File: config.mk
export PLATFORM = sky130hd
export DESIGN_NAME = onehot_stream_enc
export DESIGN_NICKNAME = d
export VERILOG_FILES = /design/src/rtl/onehot_pkg.sv /design/src/rtl/lsb_prio_enc.sv /design/src/rtl/onehot_stream_enc.sv
export SDC_FILE = /design/constraint.sdc
export NUM_CORES = 1
export LEC_CHECK = 0
export ABC_AREA = 1
export CORE_ASPECT_RATIO = 1.25
export CORE_MARGIN = 5
export CORE_UTILIZATION = 24
export DETAILED_ROUTE_END_ITERATION = 12
export GPL_TIMING_DRIVEN = 0
export HOLD_SLACK_MARGIN = 0.02
export SLEW_MARGIN = 20
export SYNTH_ARGS = -nofsm -noshare
export SYNTH_HDL_FRONTEND = slang
export SYNTH_SLANG_ARGS = --single-unit
File: constraint.sdc
create_clock -name clk -period 2.7 [get_ports clk]
set_clock_uncertainty 0.2 [all_clocks]
set_input_delay 0.27 -clock clk [delete_from_list [all_inputs] [get_ports clk]]
set_output_delay 0.27 -clock clk [all_outputs]
set_load 0.03 [all_outputs]
File: src/rtl/onehot_pkg.sv
// Shared types and helpers for one-hot / bitmap encoders and future arbiters.
package onehot_pkg;

  localparam int unsigned DEFAULT_W = 64;
  localparam int unsigned MAX_W     = 256;

  typedef enum logic {IDLE, EMIT} enc_state_t;

  // Returns the index of the lowest set bit; 0 when the vector is empty.
  function automatic logic [7:0] lsb_index(input logic [MAX_W-1:0] vec);
    logic [7:0] idx;
    logic       found;
    idx   = '0;
    found = 1'b0;
    for (int unsigned i = 0; i < MAX_W; i++) begin
      if (vec[i] && !found) begin
        idx   = 8'(i);
        found = 1'b1;
      end
    end
    return idx;
  endfunction

endpackage

File: src/rtl/lsb_prio_enc.sv
// Combinational lowest-set-bit priority encoder built on the shared lsb_index helper.
module lsb_prio_enc
  import onehot_pkg::*;
#(
  parameter  int unsigned W    = DEFAULT_W,
  localparam int unsigned IDXW = $clog2(W)
) (
  input  logic [W-1:0]    vec,
  output logic [IDXW-1:0] idx,
  output logic            any
);

  logic [MAX_W-1:0] w_ext;

  assign w_ext = MAX_W'(vec);
  assign idx   = IDXW'(lsb_index(w_ext));
  assign any   = |vec;

endmodule

File: src/rtl/onehot_stream_enc.sv
// Serialises a W-bit bitmap into a valid/ready stream of set-bit indices, lowest first.
module onehot_stream_enc
  import onehot_pkg::*;
#(
  parameter  int unsigned W    = DEFAULT_W,
  localparam int unsigned IDXW = $clog2(W)
) (
  input  logic            clk,
  input  logic            rst,
  input  logic            in_valid,
  output logic            in_ready,
  input  logic [W-1:0]    in_vec,
  output logic            out_valid,
  input  logic            out_ready,
  output logic [IDXW-1:0] out_idx,
  output logic            out_last,
  output logic            zero_drop,
  output logic            busy
);

  enc_state_t      r_state;
  enc_state_t      w_state_nxt;
  logic [W-1:0]    r_pending;
  logic [W-1:0]    w_pending_clr;
  logic            r_zero_drop;
  logic [IDXW-1:0] w_idx;
  logic            w_any;
  logic            w_accept;
  logic            w_load;
  logic            w_fire;

  lsb_prio_enc #(.W(W)) u_lsb_enc (
    .vec (r_pending),
    .idx (w_idx),
    .any (w_any)
  );

  assign w_pending_clr = r_pending & (r_pending - W'(1));
  assign w_accept      = in_valid && in_ready;
  assign w_load        = w_accept && (in_vec != '0);
  assign w_fire        = out_valid && out_ready;

  always_ff @(posedge clk) begin
    if (rst) r_state <= IDLE;
    else     r_state <= w_state_nxt;
  end

  always_comb begin
    w_state_nxt = r_state;
    case (r_state)
      IDLE:    if (w_load) w_state_nxt = EMIT;
      EMIT:    if (w_fire && out_last) w_state_nxt = IDLE;
      default: w_state_nxt = IDLE;
    endcase
  end

  // Index outputs derive only from registered pending, so they hold under backpressure.
  always_comb begin
    in_ready  = (r_state == IDLE) && !rst;
    out_valid = (r_state == EMIT);
    busy      = (r_state == EMIT);
    out_idx   = w_idx;
    out_last  = w_any && (w_pending_clr == '0);
  end

  always_ff @(posedge clk) begin
    if (rst)         r_pending <= '0;
    else if (w_load) r_pending <= in_vec;
    else if (w_fire) r_pending <= w_pending_clr;
  end

  always_ff @(posedge clk) begin
    if (rst) r_zero_drop <= 1'b0;
    else     r_zero_drop <= w_accept && (in_vec == '0);
  end

  assign zero_drop = r_zero_drop;

endmodule

# --- Word-level counts from Yosys, hierarchy flattened ---
# Index checks and enable logic that the tools add are counted.
classes:
  addsub: 1
  muxes: 131
  bitwise_logic: 2
  n_reduce_logical: 139
ops:
  columns: ["operator", "n"]
  rows:
  - ["6-bit two-way mux", 62]
  - ["64-bit zero test", 2]
  - ["64-bit two-way mux", 2]
  - ["1-bit logical AND", 70]
  - ["1-bit two-way mux", 66]
  - ["64-bit bitwise AND", 1]
  - ["1-bit zero test", 64]
  - ["64-bit nonzero test", 1]
  - ["64-bit OR reduction", 1]
  - ["64-bit by 1-bit subtractor with 64-bit output, second input constant", 1]
  - ["1-bit one-hot mux with 2 select lines", 1]
  - ["2-bit nonzero test", 1]
  - ["1-bit NOT", 1]
word_totals:
  reg_bits: 66
  in_bits: 68
  out_inout_bits: 11
  wordCells: 276

# --- Depth between registers and ports, before layout ---
depth:
  ltp_word: 190
  ltp_mapped: 20
  ltp_nobuf: 20

# --- Modules after synthesis ---
# A second synthesis with hierarchy kept.
unflattened:
  cells_unflattened: 1063
  area_unflattened_um2: 5824.3
by_module_without_submodules:
  columns: ["mod", "n_inst", "cells_each", "area_per_inst_um2", "seq_area_each_um2"]
  rows:
  - ["onehot_stream_enc", 1, 839, 4682.0, 1321.3]
  - ["lsb_prio_enc", 1, 224, 1142.3, 0.0]

# --- Worst setup path after synthesis ---
# Ideal clock, no wire load.
synth_timing:
  path_kind: "register -> output"
  from: "reg r_pending[0]"
  to: "out out_last"
  arrival_time_ps: 2337
  t_required_ps: 2230
  slack_ps: -107
  path_stages_with_launch: 19
  path_buffers: 1
  path_cell_list: "dfxtp_1 > nor2_4 > nand2_2 > nor2_4 > buf_6 > nand3_4 > inv_2 > nand2_2 > o21ai_2 > inv_2 > nor2_1 > nand2_1 > nor2_1 > nand4_1 > nor2_1 > nand4_1 > nor2_1 > nand4_1 > nor2_1"
synth_between:
  elab_chain_cells: 4
  word_cells_on_any_way: 5
  cone_classes: "1 x add/sub; 1 x bitwise; 3 x reduce/logical"
synth_lines:
  columns: ["element", "line_no", "source"]
  rows:
  - ["start, declared", "onehot_stream_enc.sv:23", "logic [W-1:0] r_pending;"]
  - ["start signal, assigned", "onehot_stream_enc.sv:68", "else if (w_load) r_pending <= in_vec;"]
  - ["start signal, assigned", "onehot_stream_enc.sv:69", "else if (w_fire) r_pending <= w_pending_clr;"]
  - ["64-bit by 1-bit subtractor with 64-bit output", "onehot_stream_enc.sv:38", "assign w_pending_clr = r_pending & (r_pending - W'(1));"]
  - ["64-bit bitwise AND", "onehot_stream_enc.sv:38", null]
  - ["64-bit zero test", "onehot_stream_enc.sv:63", "out_last = w_any && (w_pending_clr == '0);"]
  - ["1-bit logical AND *", "onehot_stream_enc.sv:63", null]
  - ["end, declared", "onehot_stream_enc.sv:16", "output logic out_last,"]
# Every way passes the cells marked *; elsewhere a longest branch is shown, timed or not.

# --- Worst setup path in the final report ---
layout_timing:
  from: "reg r_pending[1]"
  to: "out out_last"
# Same word-level chain as after synthesis.

==> metrics <==
vias=about 6.3k; cell leakage power=3.30 nW; HP Start=in_vec[59]; Worst setup SP type=flip-flop; minimum clock period after layout=around 3400 ps; Max Cap Violations=0; H-tree depth=3; RSZ-0062 raised after global routing=yes; reg2reg path depth=20; worst flop-to-flop path startpoint=r_pending[1]$_SDFFE_PP0P_; Syn Inst Count=around 870; RR Endpoint=busy$_SDFF_PP0_; max-slew violations=0; failing checks=setup timing; Post-DRT Antenna Nets=0; largest net degree at the start of global routing=12; GRT overflow=0; Crit. End Element=output port; vias in the first global route=~6.4k; worst hold path endpoint=r_pending[59]$_SDFFE_PP0P_; Final Util=about 35%; I/O Pins=79; register area share after synthesis=about a quarter; die area=around 0.025 mm2; # DRC=0; Longest Clk Path Bufs=2; final setup violation count=8; relative slew slack=a little under three fifths; Worst Slack Setup Final=-746 ps; diodes inserted=0; iteration count of the initial detailed-routing pass=6; gpl congestion=about 0.97; initial antenna violation count=0; worst slack at placement=-1260 ps; Main synth FF type=dfxtp_1; outcome=finished, violations left; Vias/cell=4.96; clk root buf=clkbuf_16; final net count=1055; Clk pin slew, worst setup/hold paths=60 ps; final setup TNS=-2710 ps; Die Wd=approximately 140 um; #FFs+latches synth=66; Arr. time, crit path=slightly below 3000 ps; Initial Util=24.2%; Num CTS Buffers=9; worst min-delay path class=in -> reg; DP Wirelength=approximately 16000 um; number of synthesized flops with an enable pin=0; area post-placement=0.00629 mm2; Post-Syn Area=slightly above 0.005 mm2; hold slack=around 90 ps; average size of a mapped cell=just under 6 um2; clk_lat worst skew=~340 ps; syn nets=between 900 and 1k; CORE AREA=~0.021 mm2; Hold Violations, Final=0; Total GRT Usage=around 17%; P&R area growth vs syn=42.6%; proportion of layout cells with a drive suffix above 1=just over 20%; DR WL/cell=roughly 17 um; Least-Margin Pin Slew=about 660 ps; final instance area=0.00736 mm2; worst vdd ir=327 uV; critical path class=reg -> out; row cnt=60; pwr dens=between 400 and 500 mW/mm2; CP Data Required Time=~2200 ps; Initial DRC Count=between 400 and 500; r2r setup slk=-70 ps; critical path fanouts, max=7; CTS tree=done; WHS Path Cells=5; YS warnings=0; Clock Sinks=between 60 and 70; Fmax=between 200 and 300 MHz; part of the cycle the worst path needs=128%; Async SR Flop Fraction=0%; WL final=roughly 21000 um; first-pass GRT wire length=around 33000 um; Die Ht=about 170 um; port bufs=78; Unique masters post-synth=45
-- metrics by stage --
step	std cells	power (W)
after detailed placement	1223	0.00228
after global placement	1223	0.00228
after floorplan	866	0.00184
after global routing	1270	0.00372
final	1270	0.00352
after CTS	1266	0.00348
-- report_power, final --
part | total (W) | internal, W | leakage, nW | switching, W
Clock | 0.00106 | 0.000610 | 0.129 | 0.000446
Combinational | 0.00135 | 0.000532 | 2.62 | 0.000819
Sequential | 0.00111 | 0.00103 | 0.552 | 0.0000801
Total | 0.00352 | 0.00217 | 3.30 | 0.00135
-- registers in the layout, summed over array words and instances, names as in the netlist --
register / count
r_pending: 64
busy: 1
zero_drop: 1
-- cell usage after synthesis (all sizes together), types with 7 or more instances --
cell	count	area share [%]
nor4	22	2.7
dfxtp	66	26
nor2	147	13
o211ai	7	1.0
a211oi	11	1.6
o221ai	19	3.2
nand2	229	17
nor3	17	1.6
nand4	27	3.3
buf	12	1.5
inv	122	8.9
nand3	37	4.2
clkbuf	16	1.2
a21oi	36	3.5
o21ai	67	6.8
-- layout make-up --
class                      count  area (um2)
clock inverter                 4        20.0
inverter                     123         487
timing repair buffer         112        1070
fill                        2381       14000
sequential                    66        1370
buffer                        26         210
clock buffer                  11         233
tap                          279         349
multi-input combinational    649        3620
-- worst max-delay path by stage --
stage	from	end	slack [ps]	depth (start not counted)
global placement	in_vec[25]	r_pending[36]$_SDFFE_PP0P_	-1250	11
global route	r_pending[1]$_SDFFE_PP0P_	out_last	-940	20
CTS	r_pending[1]$_SDFFE_PP0P_	out_last	-820	20
finish	r_pending[1]$_SDFFE_PP0P_	out_last	-750	19
detailed placement	in_vec[25]	r_pending[36]$_SDFFE_PP0P_	-1260	11
floorplan	r_pending[0]$_SDFFE_PP0P_	out_last	8	18
-- placed cells by master (no fill, tap or decap), drive strengths merged, types with 5 or more instances in the layout --
cell type | Yosys | final
clkbuf | 16 | 23
nor3 | 17 | 17
nand3 | 37 | 37
a31oi | 5 | 5
o21ai | 67 | 67
clkinv | 1 | 5
dlygate4sd2 | 0 | 9
dfxtp | 66 | 66
inv | 122 | 122
a21oi | 36 | 36
a211oi | 11 | 11
nand2 | 229 | 229
o221ai | 19 | 19
clkdlybuf4s50 | 0 | 58
nor2 | 147 | 147
nor4 | 22 | 22
buf | 12 | 55
o211ai | 7 | 7
nand4 | 27 | 27
-- what timing repair did --
action / 4_1_cts / 5_1_grt
gates resized for setup: 173 / 44
setup endpoints to repair: 73 / 60
setup buffers: 28 / 5
hold buffers: 0 / 0
gates cloned: 1 / 0
pin swaps: 43 / 19
-- cell families after synthesis --
group | count (synthesis) | synth area share [%]
buf+inv | 151 | 11.6
simple gates | 486 | 43.2
flops | 66 | 25.6
compound gates | 163 | 19.6
-- worst max-delay path: stages (launching register included) --
cell	delay (ps)
dfxtp_4	350
nor2_4	160
nand2_2	80
nor2_4	140
buf_6	140
nand3_4	140
inv_4	100
nand2_2	90
o21ai_2	160
inv_2	60
nor2_1	100
nand2_1	70
nor2_2	160
nand4_1	120
nor2_1	150
nand4_1	110
nor2_1	120
nand4_1	110
nor2_2	130
buf_6	140
-- per-layer routing --
layer / track usage (%) / wire length [um] / up-vias
met5: 0 / 0 / -
met4: 7.39 / 843 / 0
met3: 3.19 / 824 / 46
met2: 32.4 / 11300 / 176
met1: 18.3 / 8120 / 2929
li1: - / - / 3143
No activity file was read; power rests on OpenSTA's default activity.
